<file path="config.mk">
export PLATFORM = sky130hd
export DESIGN_NAME = lock_perm_regfile
export DESIGN_NICKNAME = d
export VERILOG_FILES = /design/src/rtl/lock_perm_pkg.sv /design/src/rtl/lock_perm_rot1.sv /design/src/rtl/lock_perm_regfile.sv
export SDC_FILE = /design/constraint.sdc
export NUM_CORES = 1
export LEC_CHECK = 0
export ABC_CLOCK_PERIOD_IN_PS = 3100
export CORE_MARGIN = 3
export CORE_UTILIZATION = 35
export CTS_BUF_LIST = sky130_fd_sc_hd__clkbuf_16
export DETAILED_ROUTE_END_ITERATION = 6
export GPL_TIMING_DRIVEN = 0
export PLACE_DENSITY = 0.6
export SLEW_MARGIN = 0
export SYNTH_ARGS = -nofsm -noshare
export SYNTH_HDL_FRONTEND = slang
export SYNTH_SLANG_ARGS = --single-unit
</file>
<file path="constraint.sdc">
create_clock -name CLK -period 3.1 [get_ports CLK]
set_input_delay 0.93 -clock CLK [delete_from_list [all_inputs] [get_ports CLK]]
set_output_delay 0.93 -clock CLK [all_outputs]
set_load 0.02 [all_outputs]
</file>
<file path="src/rtl/lock_perm_pkg.sv">
// Shared definitions for the lock permutation register file: op codes,
// FSM state encoding and the slot bit-offset helper.
package lock_perm_pkg;

    localparam logic [1:0] OP_NOP  = 2'b00;
    localparam logic [1:0] OP_SWAP = 2'b01;
    localparam logic [1:0] OP_ROTL = 2'b10;
    localparam logic [1:0] OP_ROTR = 2'b11;

    typedef enum logic {
        ST_IDLE = 1'b0,
        ST_ROT  = 1'b1
    } permStateT;

    // Bit offset of slot idx inside a packed slot vector.
    function automatic int slotOffset(input int idx, input int width);
        return idx * width;
    endfunction

endpackage

</file>
<file path="src/rtl/lock_perm_rot1.sv">
// Combinational single-step rotator over packed slots.
// Left step:  out[i] = in[(i+1) mod N]
// Right step: out[i] = in[(i-1) mod N]
module lock_perm_rot1
    import lock_perm_pkg::*;
#(
    parameter int WIDTH     = 5,
    parameter int NUM_SLOTS = 3
) (
    input  logic [NUM_SLOTS*WIDTH-1:0] slotsIn,
    input  logic                       dirRight,
    output logic [NUM_SLOTS*WIDTH-1:0] slotsOut
);

    for (genvar i = 0; i < NUM_SLOTS; i++) begin : gSlot
        localparam int NEXT = (i + 1) % NUM_SLOTS;
        localparam int PREV = (i + NUM_SLOTS - 1) % NUM_SLOTS;
        assign slotsOut[slotOffset(i, WIDTH) +: WIDTH] = dirRight
            ? slotsIn[slotOffset(PREV, WIDTH) +: WIDTH]
            : slotsIn[slotOffset(NEXT, WIDTH) +: WIDTH];
    end

endmodule

</file>
<file path="src/rtl/lock_perm_regfile.sv">
// Scramble register file: holds NUM_SLOTS symbols and applies a stream of
// swap / rotate ops to its own contents. Multi-step rotates run one step per
// cycle through a single shared rotator while the FSM sits in ST_ROT.
//
// Handshake: an op transfers on a rising CLK edge where op_valid_i and
// op_ready_o are both high. op_ready_o depends only on the FSM state, the
// op-count limit and load_i, never on op_valid_i; the requester holds op
// fields stable while op_valid_i is high and not yet accepted.
module lock_perm_regfile
    import lock_perm_pkg::*;
#(
    parameter  int WIDTH     = 5,
    parameter  int NUM_SLOTS = 3,
    parameter  int MAX_OPS   = 15,
    localparam int IDX_W     = $clog2(NUM_SLOTS),
    localparam int CNT_W     = $clog2(MAX_OPS + 1)
) (
    input  logic                       CLK,
    input  logic                       RST,
    input  logic                       load_i,
    input  logic [NUM_SLOTS*WIDTH-1:0] load_data_i,
    input  logic                       op_valid_i,
    output logic                       op_ready_o,
    input  logic [1:0]                 op_code_i,
    input  logic [IDX_W-1:0]           op_a_i,
    input  logic [IDX_W-1:0]           op_b_i,
    output logic [NUM_SLOTS*WIDTH-1:0] slots_o,
    output logic                       busy_o,
    output logic [CNT_W-1:0]           op_count_o,
    output logic                       limit_o,
    output logic                       err_o
);

    // One extra bit so NUM_SLOTS itself is representable for range checks.
    localparam logic [IDX_W:0]   NSLOTS  = (IDX_W + 1)'(NUM_SLOTS);
    localparam logic [IDX_W:0]   TWO     = (IDX_W + 1)'(2);
    localparam logic [IDX_W-1:0] ONE_IDX = IDX_W'(1);
    localparam logic [CNT_W-1:0] MAX_CNT = CNT_W'(MAX_OPS);

    permStateT                state, stateNext;
    logic [NUM_SLOTS*WIDTH-1:0] slotsQ, slotsNext;
    logic [CNT_W-1:0]           countQ, countNext;
    logic                       errQ, errNext;
    logic [IDX_W-1:0]           remainQ, remainNext;
    logic                       dirQ, dirNext;

    logic [NUM_SLOTS*WIDTH-1:0] rotOut;
    logic                       rotDirRight;
    logic [IDX_W:0]             aExt, bExt;
    logic                       aInRange, bInRange, opLegal, accept;

    assign aExt     = {1'b0, op_a_i};
    assign bExt     = {1'b0, op_b_i};
    assign aInRange = aExt < NSLOTS;
    assign bInRange = bExt < NSLOTS;
    assign opLegal  = (op_code_i == OP_NOP)  ? 1'b1 :
                      (op_code_i == OP_SWAP) ? (aInRange && bInRange) :
                                               aInRange;

    assign limit_o    = (countQ == MAX_CNT);
    assign op_ready_o = (state == ST_IDLE) && !limit_o && !load_i;
    assign accept     = op_valid_i && op_ready_o;

    // In ROT the latched direction drives the rotator; in IDLE the incoming op does.
    assign rotDirRight = (state == ST_ROT) ? dirQ : (op_code_i == OP_ROTR);

    lock_perm_rot1 #(
        .WIDTH    (WIDTH),
        .NUM_SLOTS(NUM_SLOTS)
    ) uRot1 (
        .slotsIn (slotsQ),
        .dirRight(rotDirRight),
        .slotsOut(rotOut)
    );

    // Next-state logic: load wins, then IDLE op execution or one ROT step.
    always_comb begin
        stateNext  = state;
        slotsNext  = slotsQ;
        countNext  = countQ;
        errNext    = errQ;
        remainNext = remainQ;
        dirNext    = dirQ;

        if (load_i) begin
            slotsNext  = load_data_i;
            countNext  = '0;
            errNext    = 1'b0;
            remainNext = '0;
            stateNext  = ST_IDLE;
        end else begin
            case (state)
                ST_IDLE: begin
                    if (accept) begin
                        if (!opLegal) begin
                            errNext = 1'b1;
                        end else begin
                            countNext = countQ + CNT_W'(1);
                            case (op_code_i)
                                OP_SWAP: begin
                                    slotsNext[slotOffset(int'(op_a_i), WIDTH) +: WIDTH] =
                                        slotsQ[slotOffset(int'(op_b_i), WIDTH) +: WIDTH];
                                    slotsNext[slotOffset(int'(op_b_i), WIDTH) +: WIDTH] =
                                        slotsQ[slotOffset(int'(op_a_i), WIDTH) +: WIDTH];
                                end
                                OP_ROTL, OP_ROTR: begin
                                    if (op_a_i != '0) begin
                                        slotsNext = rotOut;
                                    end
                                    if (aExt >= TWO) begin
                                        stateNext  = ST_ROT;
                                        remainNext = op_a_i - ONE_IDX;
                                        dirNext    = (op_code_i == OP_ROTR);
                                    end
                                end
                                default: ;
                            endcase
                        end
                    end
                end
                ST_ROT: begin
                    slotsNext  = rotOut;
                    remainNext = remainQ - ONE_IDX;
                    if (remainQ == ONE_IDX) begin
                        stateNext = ST_IDLE;
                    end
                end
                default: stateNext = ST_IDLE;
            endcase
        end
    end

    // State register with synchronous active-high reset.
    always_ff @(posedge CLK) begin
        if (RST) begin
            state   <= ST_IDLE;
            slotsQ  <= '0;
            countQ  <= '0;
            errQ    <= 1'b0;
            remainQ <= '0;
            dirQ    <= 1'b0;
        end else begin
            state   <= stateNext;
            slotsQ  <= slotsNext;
            countQ  <= countNext;
            errQ    <= errNext;
            remainQ <= remainNext;
            dirQ    <= dirNext;
        end
    end

    assign slots_o    = slotsQ;
    assign busy_o     = (state == ST_ROT);
    assign op_count_o = countQ;
    assign err_o      = errQ;

endmodule

</file>
==> summary.json <==
{
  "crit_arrival_ns": 2.13,
  "worst-endpoint-required_ns": 2.17,
  "synth_sequential_area_ratio_pct": 23.9,
  "final_net_count": 319,
  "power.ir.vdd_worst_mv": 0.188,
  "setup_viol": 0,
  "critical_path.endpoint_type": "output pin",
  "dominantRegCellSynth": "sky130_fd_sc_hd__dfxtp_1",
  "ctsHtreeMaxLevel": 1,
  "num_io_pins": 48,
  "pre_cts_ws_ns": -0.522,
  "switching_share_of_power_pct": 32.1,
  "number_of_synthesized_flops_with_an_enable_pin": 0,
  "path_class": "input pin to output pin",
  "clockRootBuffer": "sky130_fd_sc_hd__clkbuf_16",
  "critical_path_peak_fanout": 10,
  "synthToLayoutAreaGrowth_pct": 33.8,
  "cts_tree": "yes",
  "floorplan.die_area_sq_um": 6680,
  "clock_sink_count": 24,
  "die-height_um": 81.7,
  "firstDrtPassIters": 4,
  "std_cell_rows": 26,
  "detail-route-antenna-nets": 0,
  "tot_gr_track_use_pct": 20.3,
  "slew_violations": 0,
  "tritoncts.num_buffers": 3,
  "async_reset_ff_share_pct": 0,
  "yosys_register_bits": 24,
  "multi_input_area_sq_um": 1460,
  "1st_iter_drt_viols": 159,
  "final_critical_path_setup_slack_ns": 0.0398,
  "core_area_sq_um": 5340,
  "drt_drc_violations_left": 0,
  "mean_instance_size_in_the_synthesized_netlist_sq_um": 8.73,
  "layout-drive-gt1-share_pct": 15.6,
  "dr_total_vias": 2134,
  "synth.net_count": 266,
  "pwr-share-comb_pct": 31.2,
  "run_status": "finished clean",
  "worst_hold_slack_ns": 0.482,
  "max_slew.worst_pin.slew_ns": 0.558,
  "antenna_cells": 0,
  "clock_tree.buffer_depth": 2,
  "maxClockFrequency_ghz": 0.327,
  "floorplan.initialDensity_pct": 37.6,
  "final.min_clock_period_ns": 3.06,
  "power_density_nw_per_um2": 348,
  "syn-cell-area_sq_um": 2010,
  "die_span_x_um": 81.7,
  "leading_cell_types_in_the_layout_fill_and_taps_excluded": "46 x sky130_fd_sc_hd__clkdlybuf4s50_1, 26 x sky130_fd_sc_hd__nor2_1, 24 x sky130_fd_sc_hd__dfxtp_1, 13 x sky130_fd_sc_hd__nand2_1",
  "max-slew-margin-rel_pct": 61.7,
  "grt_max_degree": 14,
  "dpl.hpwl_um": 4650,
  "static-leakage-power_nw": 0.939,
  "vias_in_the_first_global_route": 1942,
  "ys.warnings.count": 0,
  "power.share.clock_pct": 30.9,
  "port-buffer-count": 46,
  "routed_via_density": 6.06,
  "cts.reportedPaths.clkPinSlew_ns": 0.06,
  "worstSetupStartpointType": "input pin",
  "p_seq_share_pct": 37.9,
  "antenna_found_initial": 0,
  "drt-wirelength-per-cell_um": 18.7,
  "max-cap-violations": 0,
  "filler_cell_count": 575,
  "worst_skew_pair.late_latency_ns": 0.26,
  "commonest_non_fill_non_tap_cell_in_the_layout": "sky130_fd_sc_hd__clkdlybuf4s50_1",
  "grt_remaining_overflow": 0,
  "hold_class": "flip-flop to flip-flop",
  "report.final.hold_viol_count": 0,
  "synthCells": 230,
  "grt_pass1_wl_um": 10400,
  "globalplace.congestion": 0.905,
  "sequential_cell_area_sq_um": 480,
  "cell_internal_pwr_w": 0.000635,
  "p_switching_w": 0.000301,
  "wl_um": 6570,
  "grt_setup_unrepaired": "no",
  "netlist-cell-type-count": 54,
  "final.setup_skew_ns": 0.00217,
  "timing.final.crit_share_pct": 98.7
}
## power groups by stage
| stage | clock, W | sequential [W] | combinational (W) |
|---|---|---|---|
| floorplan | 0 | 0.000373 | 0.000153 |
| detailed placement | 0 | 0.000361 | 0.000281 |
| CTS | 0.000292 | 0.000354 | 0.000283 |
| global placement | 0 | 0.000360 | 0.000279 |
| finish | 0.000290 | 0.000355 | 0.000292 |
| global route | 0.000305 | 0.000358 | 0.000315 |
## layer usage
| layer | up-vias | share of wire, % | GRT usage [%] |
|---|---|---|---|
| met1 | 1027 | 47 | 29.8 |
| met2 | 88 | 44 | 29.7 |
| met5 | - | 0 | 0 |
| met4 | 0 | 2.1 | 7.48 |
| met3 | 10 | 6.1 | 2.96 |
| li1 | 1009 | - | - |
## registers in the layout, indices dropped and copies added, names as in the netlist
signal	flops
busy_o	1
dirQ	1
err_o	1
op_count_o	4
remainQ	2
slots_o	15
## worst paths after layout
path            startpoint         end  slack [ns]  cells after the start
max                 load_i  op_ready_o        0.04                      3
max reg2reg  op_count_o[0]  slots_o[3]        1.03                      6
min reg2reg          err_o       err_o        0.48                      2
min                  err_o       err_o        0.48                      2
## area by class of cell
cell class                      count  area share (%)
Multi-Input combinational cell    187            54.4
Sequential cell                    24            17.9
Timing Repair Buffer               48            17.7
Tap cell                           70            3.26
Clock buffer                        3            2.79
Buffer                             12            2.79
Inverter                            7            1.07
Clock inverter                      1           0.140
## logic make-up (layout without fill, tap and decap cells)
kind of cell               Yosys count  after routing  synth area share [%]
adders and majority gates           11             11                  6.85
muxes                               13             13                  7.10
AOI/OAI and AO/OA                   77             77                  32.6
DFF                                 24             24                  23.9
buffers and inverters               19             71                  4.61
xor gates and xnor gates             3              3                  1.31
and+or+nand+nor                     83             83                  23.6
## synthesized netlist by cell type (6+ instances only)
library cell | count | area share [%]
sky130_fd_sc_hd__nor2_1 | 26 | 4.9
sky130_fd_sc_hd__dfxtp_1 | 24 | 24
sky130_fd_sc_hd__nand2_1 | 13 | 2.4
sky130_fd_sc_hd__ha_1 | 11 | 6.9
sky130_fd_sc_hd__o221ai_1 | 11 | 4.8
sky130_fd_sc_hd__a22oi_1 | 10 | 3.7
sky130_fd_sc_hd__a311oi_1 | 10 | 4.4
sky130_fd_sc_hd__mux2_2 | 10 | 5.6
sky130_fd_sc_hd__a21oi_1 | 6 | 1.5
sky130_fd_sc_hd__inv_1 | 6 | 1.1
sky130_fd_sc_hd__o2111ai_1 | 6 | 2.6
sky130_fd_sc_hd__or3_1 | 6 | 1.9
## per-stage QoR
| step | instance area, sq um | total power, W | util (%) | std cells | TNS [ns] |
|---|---|---|---|---|---|
| 2_1_floorplan | 2010 | 0.000526 | - | 230 | 0 |
| 6_report | 2690 | 0.000936 | 50.4 | 352 | 0 |
| 3_5_place_dp | 2560 | 0.000642 | 47.9 | 346 | -6.54 |
| 4_1_cts | 2640 | 0.000929 | 49.6 | 351 | 0 |
| 3_3_place_gp | 2560 | 0.000639 | 47.9 | 346 | -6.97 |
| 5_1_grt | 2690 | 0.000978 | 50.4 | 352 | 0 |
## critical path, stage by stage
cell and delay, ns:
sky130_fd_sc_hd__buf_6 0.13, sky130_fd_sc_hd__a311oi_4 0.38, sky130_fd_sc_hd__clkdlybuf4s50_1 0.69
## what timing repair did
item                       CTS  global route
resized for setup            1            11
hold buffers                 0             0
setup endpoints to repair   15            11
pin swaps                    1             2
setup buffers                1             1
Power figures use the tool's default switching activity.
